File: src/rtl/entity_slot_scheduler.sv
// entity_slot_scheduler: round-robin arbitration of entity writes into a shadow
// bank, copied to the active bank at the per-frame commit point.
module entity_slot_scheduler #(
  parameter int unsigned NUM_REQ   = 3,
  parameter int unsigned NUM_SLOTS = 9,
  parameter int unsigned V_COMMIT  = 480,
  parameter int unsigned H_COMMIT  = 0,
  localparam int unsigned SLOT_W   = 4,
  localparam int unsigned DATA_W   = 14,
  localparam int unsigned CNT_W    = 10
) (
  input  logic                        clk,
  input  logic                        rst_n,
  input  logic [NUM_REQ-1:0]          req_valid,
  input  logic [SLOT_W*NUM_REQ-1:0]   req_slot,
  input  logic [DATA_W*NUM_REQ-1:0]   req_data,
  output logic [NUM_REQ-1:0]          req_ready,
  input  logic [CNT_W-1:0]            counter_V,
  input  logic [CNT_W-1:0]            counter_H,
  output logic [DATA_W*NUM_SLOTS-1:0] entity_flat,
  output logic                        frame_tick,
  output logic [3:0]                  write_count,
  output logic                        slot_err
);

  localparam int unsigned PTR_W = (NUM_REQ > 1) ? $clog2(NUM_REQ) : 1;
  localparam logic [DATA_W-1:0] EMPTY_WORD = 14'h3C00;

  logic [DATA_W-1:0] r_shadow [NUM_SLOTS];
  logic [DATA_W-1:0] r_active [NUM_SLOTS];
  logic [PTR_W-1:0]  r_ptr;
  logic              r_frame_tick;
  logic [3:0]        r_write_count;
  logic              r_slot_err;

  logic               w_commit;
  logic [NUM_REQ-1:0] w_grant;
  logic [PTR_W-1:0]   w_win;
  logic               w_found;
  logic [PTR_W-1:0]   w_ptr_next;
  logic [SLOT_W-1:0]  w_slot;
  logic [DATA_W-1:0]  w_data;
  logic               w_slot_ok;

  assign w_commit = (counter_V == CNT_W'(V_COMMIT)) && (counter_H == CNT_W'(H_COMMIT));

  // Round-robin search from r_ptr; grants suppressed in reset and on the commit cycle
  always_comb begin
    w_grant = '0;
    w_win   = '0;
    w_found = 1'b0;
    for (int unsigned k = 0; k < NUM_REQ; k++) begin
      for (int unsigned i = 0; i < NUM_REQ; i++) begin
        if (!w_found && req_valid[i] && (i == ((32'(r_ptr) + k) % NUM_REQ))) begin
          w_found    = 1'b1;
          w_grant[i] = 1'b1;
          w_win      = PTR_W'(i);
        end
      end
    end
    if (!rst_n || w_commit) begin
      w_grant = '0;
      w_found = 1'b0;
    end
  end

  assign req_ready  = w_grant;
  assign w_ptr_next = (w_win == PTR_W'(NUM_REQ - 1)) ? '0 : w_win + PTR_W'(1);

  // Select the winning requester's slot and data word
  always_comb begin
    w_slot = '0;
    w_data = '0;
    for (int unsigned i = 0; i < NUM_REQ; i++) begin
      if (w_grant[i]) begin
        w_slot = req_slot[SLOT_W*i +: SLOT_W];
        w_data = req_data[DATA_W*i +: DATA_W];
      end
    end
  end

  assign w_slot_ok = (32'(w_slot) < NUM_SLOTS);

  // Shadow bank absorbs accepted writes; active bank copies it at the commit edge
  always_ff @(posedge clk) begin
    if (!rst_n) begin
      for (int unsigned s = 0; s < NUM_SLOTS; s++) begin
        r_shadow[s] <= EMPTY_WORD;
        r_active[s] <= EMPTY_WORD;
      end
    end else if (w_commit) begin
      r_active <= r_shadow;
    end else if (w_found && w_slot_ok) begin
      for (int unsigned s = 0; s < NUM_SLOTS; s++) begin
        if (w_slot == SLOT_W'(s)) begin
          r_shadow[s] <= w_data;
        end
      end
    end
  end

  // Arbitration pointer advances past the winner on every transfer
  always_ff @(posedge clk) begin
    if (!rst_n) begin
      r_ptr <= '0;
    end else if (w_found) begin
      r_ptr <= w_ptr_next;
    end
  end

  // Frame tick, saturating write counter and sticky bad-slot flag
  always_ff @(posedge clk) begin
    if (!rst_n) begin
      r_frame_tick  <= 1'b0;
      r_write_count <= '0;
      r_slot_err    <= 1'b0;
    end else begin
      r_frame_tick <= w_commit;
      if (w_commit) begin
        r_write_count <= '0;
      end else if (w_found) begin
        if (w_slot_ok) begin
          if (r_write_count != 4'hF) begin
            r_write_count <= r_write_count + 4'd1;
          end
        end else begin
          r_slot_err <= 1'b1;
        end
      end
    end
  end

  // Active bank drives the frame buffer controller straight from registers
  for (genvar s = 0; s < NUM_SLOTS; s++) begin : g_flat
    assign entity_flat[DATA_W*s +: DATA_W] = r_active[s];
  end

  assign frame_tick  = r_frame_tick;
  assign write_count = r_write_count;
  assign slot_err    = r_slot_err;

endmodule
File: config.mk
export PLATFORM = sky130hd
export DESIGN_NAME = entity_slot_scheduler
export DESIGN_NICKNAME = d
export VERILOG_FILES = /design/src/rtl/entity_slot_scheduler.sv
export SDC_FILE = /design/constraint.sdc
export NUM_CORES = 1
export LEC_CHECK = 0
export ABC_AREA = 1
export ABC_CLOCK_PERIOD_IN_PS = 2400
export CORE_UTILIZATION = 45
export DETAILED_ROUTE_END_ITERATION = 12
export PLACE_DENSITY = 0.76
export SYNTH_ARGS = -nofsm -noshare
export SYNTH_HDL_FRONTEND = slang
export SYNTH_SLANG_ARGS = --single-unit
File: constraint.sdc
create_clock -name clk -period 2.4 [get_ports clk]
set_input_delay 0.48 -clock clk [delete_from_list [all_inputs] [get_ports clk]]
set_output_delay 0.48 -clock clk [all_outputs]
set_load 0.005 [all_outputs]
**Yosys cells after proc, flatten, opt, wreduce, memory -nomap -nowiden**

Cells that the tools add are included.
Widths: inputs -> output; s select.

- Flip-flop bits (word level): 260
- Latch bits: 0
- Memory bits (writable): 0
- ROM bits: 0
- Input port bits: 79
- Output and inout bits: 135
- Memories: 0

- Add/sub/neg operators: 4
- Multiply operators: 0
- Div/mod/pow operators: 3
- Magnitude comparators: 1
- Eq/ne operators: 17
- Shifts and indexed selects: 0
- Muxes and demuxes: 34
- Bitwise operators: 3
- Reductions and logical operators: 46

Operator list:

| operator | count |
|---|---|
| $eq 1x32->1 const A | 3 |
| $eq 2x32->1 const A | 3 |
| $logic_not 32->1 | 3 |
| $mod 32x2->32 const B | 2 |
| $mux 14 | 3 |
| $reduce_and 3->1 | 11 |
| $mod 2x2->32 const B | 1 |
| $logic_and 1x1->1 | 19 |
| $mux 1 | 19 |
| $eq 4x3->1 const B | 4 |
| $mux 2 | 8 |
| $mux 4 | 3 |
| $eq 10x9->1 const B | 1 |
| $logic_not 10->1 | 1 |
| $logic_not 1->1 | 9 |
| $eq 4x2->1 const B | 2 |
| $add 4x1->4 const B | 1 |
| $eq 4x1->1 const B | 1 |
| $eq 4x4->1 const B | 1 |
| $logic_not 4->1 | 1 |
| $lt 4x4->1 const B | 1 |
| $ne 4x4->1 const B | 1 |
| $add 2x1->3 const B | 1 |
| $add 2x2->3 const B | 1 |
| 6 further kinds | 8 |

**Logic depth before layout (Yosys ltp)**

- Depth after elaboration: 43
- Mapped depth: 19
- Gate-level depth less buffers: 19

**Worst setup path before layout**

OpenSTA, ideal clock, no wires.

- Path kind: flip-flop to flip-flop
- From: reg r_ptr[0]
- To: reg r_shadow[94] (netlist bit)
- Library setup time: 0.137 ns
- Data arrival time: 2.234 ns
- Setup slack: 0.029 ns
- Cell stages (with the launch flop): 18
- Clock period less this slack: 2.371 ns
- Cell sequence: dfxtp_1 -> inv_1 -> ha_1 -> nand2_2 -> nand2_2 -> nor2_4 -> nand4_1 -> nor2_2 -> nand3_1 -> nand2_2 -> nand2_4 -> o21ai_4 -> nand2_4 -> nor2_4 -> inv_2 -> buf_6 -> nand2_1 -> o211ai_2

- Cells in the longest elaborated chain, start to end: 41
- Elaborated cells on any way between the ends: 68
- Those cells by class: add/sub: 2; div: 3; order compare: 1; eq/ne: 7; mux: 25; reduce/logical: 30

RTL lines:

| what | line | source |
|---|---|---|
| start: declaration | 31 | `logic [PTR_W-1:0] r_ptr;` |
| start signal: assignment | 107 | `r_ptr <= w_ptr_next;` |
| branches (longest 41 deep; another with $mod 32x2->32) | -- |  |
| end signal: indexed assignment | 96 | `r_shadow[s] <= w_data;` |
| end: declaration | 29 | `logic [DATA_W-1:0] r_shadow [NUM_SLOTS];` |

Parallel ways; which one is timed is not known.
A chain may end at the register's enable or synchronous reset.

**Worst setup path in the final report**

- From: reg r_ptr[1]
- To: out req_ready[2]

- Cells in the longest elaborated chain, start to end: 37
- Elaborated cells on any way between the ends: 51
- Those cells by class: add/sub: 2; div: 3; eq/ne: 6; mux: 12; reduce/logical: 28

RTL lines:

| what | line | source |
|---|---|---|
| branches (longest 35 deep; another with $mod 32x2->32) | -- |  |
| $mux 1 (*) | 54 | `if (!w_found && req_valid[i] && (i == ((32'(r_ptr) + k) % NUM_REQ))) begin` |
| $mux 3 (*) | 61 | `if (!rst_n \|\| w_commit) begin` |
| end: declaration | 17 | `output logic [NUM_REQ-1:0] req_ready,` |

Mark *: on every way between the ends.

==> results.md <==
- Run status: finished with violations
- Violations in the final reports: setup timing
- Pins over their slew limit: 0
- Data arrival at the endpoint of the critical path: 2.24 ns
- Count of input and output buffers: around 210
- Total instance count after detailed placement: 1,533
- Worst Hold Path Cells: 1
- Required time at the worst-slack endpoint: 1.92 ns
- Setup repair after global routing missed its margin: yes
- Buffering stage count on the worst path with inverters included: 3
- Fin crit share: 113%
- Net count of the mapped netlist: about 1,100
- Final setup margin: -0.319 ns
- Starting Density: around 46%
- Share of synthesized area occupied by flip-flops and latches: 55.3%
- EDFF count, synth: 0
- Hold_ws: between 0.4 and 0.5 ns
- Crit-path cells: ha_4 > nand2_4 > nand2_4 > nor2_4 > nand4_1 > nor2_2 > nand3_1 > nand2_2 > nand2_4 > buf_4 > inv_4 > buf_6
- Number of vias after detailed routing: around 8,600
- Final RePlAce weighted congestion: around 0.87
- DPL Wire Length: around 17,000 µm
- Global-route layer with the greatest usage: met2
- Total number of cells along the worst setup path: 12
- Met3 Usage GRT: 4.63%
- Area added between synthesis and finish: 48.5%
- Number of nets in the finished design: 1,412
- Cells after synthesis: ~1,000
- Ys Warns: 0
- Count of antenna diodes in the layout: 0
- Count of standard-cell rows: 52
- GR Util met1: 33.0%
- Global Route met2 Usage: approximately 42%
- Highest net fanout along the worst path: 4
- Hold buffer count at CTS: 0
- Most numerous cell in the Yosys netlist: sky130_fd_sc_hd__dfxtp_1
- Worst clock skew: between 0.02 and 0.025 ns
- CTS tree: done
- Critical-path top delay cell: sky130_fd_sc_hd__dfxtp_2
- Critical Path Source Type: register
- CTS clock-pin slew for the worst setup and hold paths: ~0.060 ns
- Leftover overflow at the end of global routing: 0
- Post-DR wirelength/cell: roughly 18 µm
- Highest clock rate: around 0.37 GHz
- Number of max-cap violations: 0
- Static power due to leakage: 0.00587 µW
- Cell type contributing the most total cell area after synthesis: sky130_fd_sc_hd__dfxtp_1
- Number of global-route vias before repair: between 8,000 and 9,000
- Peak supply drop: 0.582 mV
- Maximum number of pins on one net before global-route repair: about 100
- Count of cells along the worst register-to-register path: 19
- Post-Synthesis Cell Area: between 0.009 and 0.01 mm²
- Maximum cell stage delay along the critical path: ~0.38 ns
- WL final: 28,800 µm
- Number of detailed-routing iterations run before antenna repair: 5
- CTS Buf Count: 26
- Main area contributors after synthesis: sky130_fd_sc_hd__dfxtp_1 55%, sky130_fd_sc_hd__a22o_1 8.7%, sky130_fd_sc_hd__nor2_1 6.8%
- Detailed router's first-iteration violation count: slightly below 700
- Count of cell types in the netlist: 36
- Number of clock sinks seen by CTS: 260
- Family of cells with the greatest summed delay on the critical path: simple AND/OR/NAND/NOR gates
- Post-DRT Antenna Nets: 0
- Class of the tightest hold or removal check: register to register
- Synthesized area divided by synthesized cell count: ~9.0 µm²
- Post-Layout Cell Count: about 1,600
- Vert. Die Dim: 147 µm
- Kind of end point of the critical path: primary output
- Remaining DRCs: 0
- First-pass GRT wire length: 43,200 µm
- Power per cell area: between 700 and 800 mW/mm²
- Fill cells: 1,525
- Kind of critical path: register to primary output
- Most used flip-flop cell after synthesis: sky130_fd_sc_hd__dfxtp_1
- Final setup violation count: 133
- Number of ports placed on the die boundary: 214
- Number of antenna violations at the first check in global routing: 0
- Synth top cells by count: 260 x sky130_fd_sc_hd__dfxtp_1, 171 x sky130_fd_sc_hd__nor2_1, 145 x sky130_fd_sc_hd__nand2_1
- CTS root buffer: sky130_fd_sc_hd__clkbuf_16
- Layout cells sized above 1: a little over a fifth
- Worst setup timing slack at the placement stage: -0.533 ns
- Area of the placeable core: approximately 0.020 mm²
- Ys async rst share: 0%
- Cell occurring most often along the worst timing path: sky130_fd_sc_hd__nand2_4
- Post-layout minimum cycle time: 2.72 ns
- Slew of the pin with the lowest slew margin: about 1.1 ns
- Die outline width: around 150 µm
- Maximum clock insertion buffer count: 3
- H-Tree Level Count: 1
- Vias per cell: about 5.3
- Flop and latch count out of synthesis: 260
- Final number of hold-violating endpoints: 0
- Final TNS setup: -22.71 ns
- DIE AREA: about 0.021 mm²
- Clock latency reported for the late side of the worst-skew pair: about 0.53 ns
- Total routing usage reported by global routing: approximately a quarter
- Area share of the largest cell type after synthesis: a little under three fifths
- Relative max-transition margin: between 20% and 30%
-- final timing paths --
kind / startpoint / to / slack [ns]
max: r_ptr[1] / req_ready[2] / -0.32
min: r_shadow[4] / entity_flat[116] / 0.46
max reg2reg: r_ptr[1] / r_shadow[30] / -0.31
min reg2reg: r_shadow[4] / entity_flat[116] / 0.46
-- report_power, final --
group	internal [µW]	switching, µW	leakage (µW)	total, µW
registers	4510	119	0.00211	4620
clock network	2400	1640	0.000416	4040
logic	776	995	0.00334	1770
total	7680	2750	0.00587	10400
-- layout make-up --
type / count / area, µm² / share of cell area, %
clock buffers: 40 / 763 / 5.47
inverters: 65 / 313 / 2.24
repair inverters: 3 / 17.5 / 0.125
flip-flops and latches: 260 / 5210 / 37.3
multi-input cells: 661 / 4060 / 29.1
clock inverters: 6 / 93.8 / 0.672
repair buffers: 313 / 3170 / 22.7
well taps: 270 / 338 / 2.42
-- worst register-to-register path: stages (launching register included) --
cell and delay (ns):
sky130_fd_sc_hd__dfxtp_2 0.38, sky130_fd_sc_hd__ha_4 0.24, sky130_fd_sc_hd__nand2_4 0.08, sky130_fd_sc_hd__nand2_4 0.06, sky130_fd_sc_hd__nor2_4 0.12, sky130_fd_sc_hd__nand4_1 0.11
sky130_fd_sc_hd__nor2_2 0.13, sky130_fd_sc_hd__nand3_1 0.11, sky130_fd_sc_hd__nand2_2 0.13, sky130_fd_sc_hd__nand2_4 0.08, sky130_fd_sc_hd__buf_6 0.12, sky130_fd_sc_hd__nor2_4 0.09
sky130_fd_sc_hd__nor2_4 0.06, sky130_fd_sc_hd__buf_6 0.11, sky130_fd_sc_hd__inv_4 0.06, sky130_fd_sc_hd__nand2_8 0.07, sky130_fd_sc_hd__nor2_4 0.21, sky130_fd_sc_hd__clkinv_2 0.24
sky130_fd_sc_hd__nor2_1 0.15, sky130_fd_sc_hd__nor2_1 0.06
-- kinds of logic after synthesis --
group           count (synthesis)  share of synthesized area [%]
compound gates                271                           20.4
flops                         260                           55.3
fa+ha+maj                       3                          0.399
simple gates                  383                           17.7
buf+inv                       125                           6.00
xor+xnor                        1                         0.0932
-- metrics by stage --
stage               power [µW]  util (%)  instance area [µm²]
floorplan                 5390         -                 9400
global placement          5940      59.7                12200
detailed placement        5970      59.7                12200
CTS                      10100      65.8                13400
global route             10800      68.6                14000
finish                   10400      68.6                14000
-- what timing repair did --
action / in CTS / in global routing
endpoints found under the hold margin: 0 / 0
pin swaps: 26 / 43
setup endpoints to repair: 133 / 134
gates cloned: 5 / 6
buffers inserted: 17 / 15
gates resized for setup: 98 / 101
-- registers in the layout (all words and copies together), names as in the netlist --
signal,cells
entity_flat,126
r_shadow,126
write_count,4
r_ptr,2
frame_tick,1
slot_err,1
-- layout by cell type, fill, tap and decap left out, types with 3 or more instances in the layout --
cell                              netlist  layout
sky130_fd_sc_hd__dfxtp_1              260     258
sky130_fd_sc_hd__nand4_1                3       3
sky130_fd_sc_hd__buf_6                 10      33
sky130_fd_sc_hd__inv_4                  0       8
sky130_fd_sc_hd__nor2_4                10      20
sky130_fd_sc_hd__nand2_1              145     119
sky130_fd_sc_hd__nand2_2                9      26
sky130_fd_sc_hd__o211ai_1              26      26
sky130_fd_sc_hd__o21ai_0               58      50
sky130_fd_sc_hd__buf_12                 0      11
sky130_fd_sc_hd__a22o_1                93      93
sky130_fd_sc_hd__o22a_1                22      22
sky130_fd_sc_hd__nand3_2                4       6
sky130_fd_sc_hd__inv_1                 49      39
sky130_fd_sc_hd__nand3_4                0       3
sky130_fd_sc_hd__a21oi_1               44      31
sky130_fd_sc_hd__o211ai_2               6       6
sky130_fd_sc_hd__clkinv_2               0       4
sky130_fd_sc_hd__clkbuf_8               0       6
sky130_fd_sc_hd__buf_8                  0       3
sky130_fd_sc_hd__inv_6                  0       3
sky130_fd_sc_hd__clkdlybuf4s50_1        0     209
sky130_fd_sc_hd__nor2_2                 3       8
sky130_fd_sc_hd__nand2_4                4      11
sky130_fd_sc_hd__buf_4                  4      56
sky130_fd_sc_hd__nor2_1               171     156
sky130_fd_sc_hd__inv_2                 15      11
sky130_fd_sc_hd__a21oi_2                2      15
sky130_fd_sc_hd__clkbuf_1              39       8
sky130_fd_sc_hd__o21ai_1               16      21
sky130_fd_sc_hd__nand2_8                0       5
sky130_fd_sc_hd__clkbuf_16              0      27
sky130_fd_sc_hd__nand3_1               29      24
-- metal layers --
metal | routed length, µm | vias to the layer above
met5 | 0 | -
met4 | 833 | 0
met3 | 1980 | 68
met2 | 13500 | 336
met1 | 12500 | 4066
li1 | - | 4108
(Power assumes the default switching activity.)
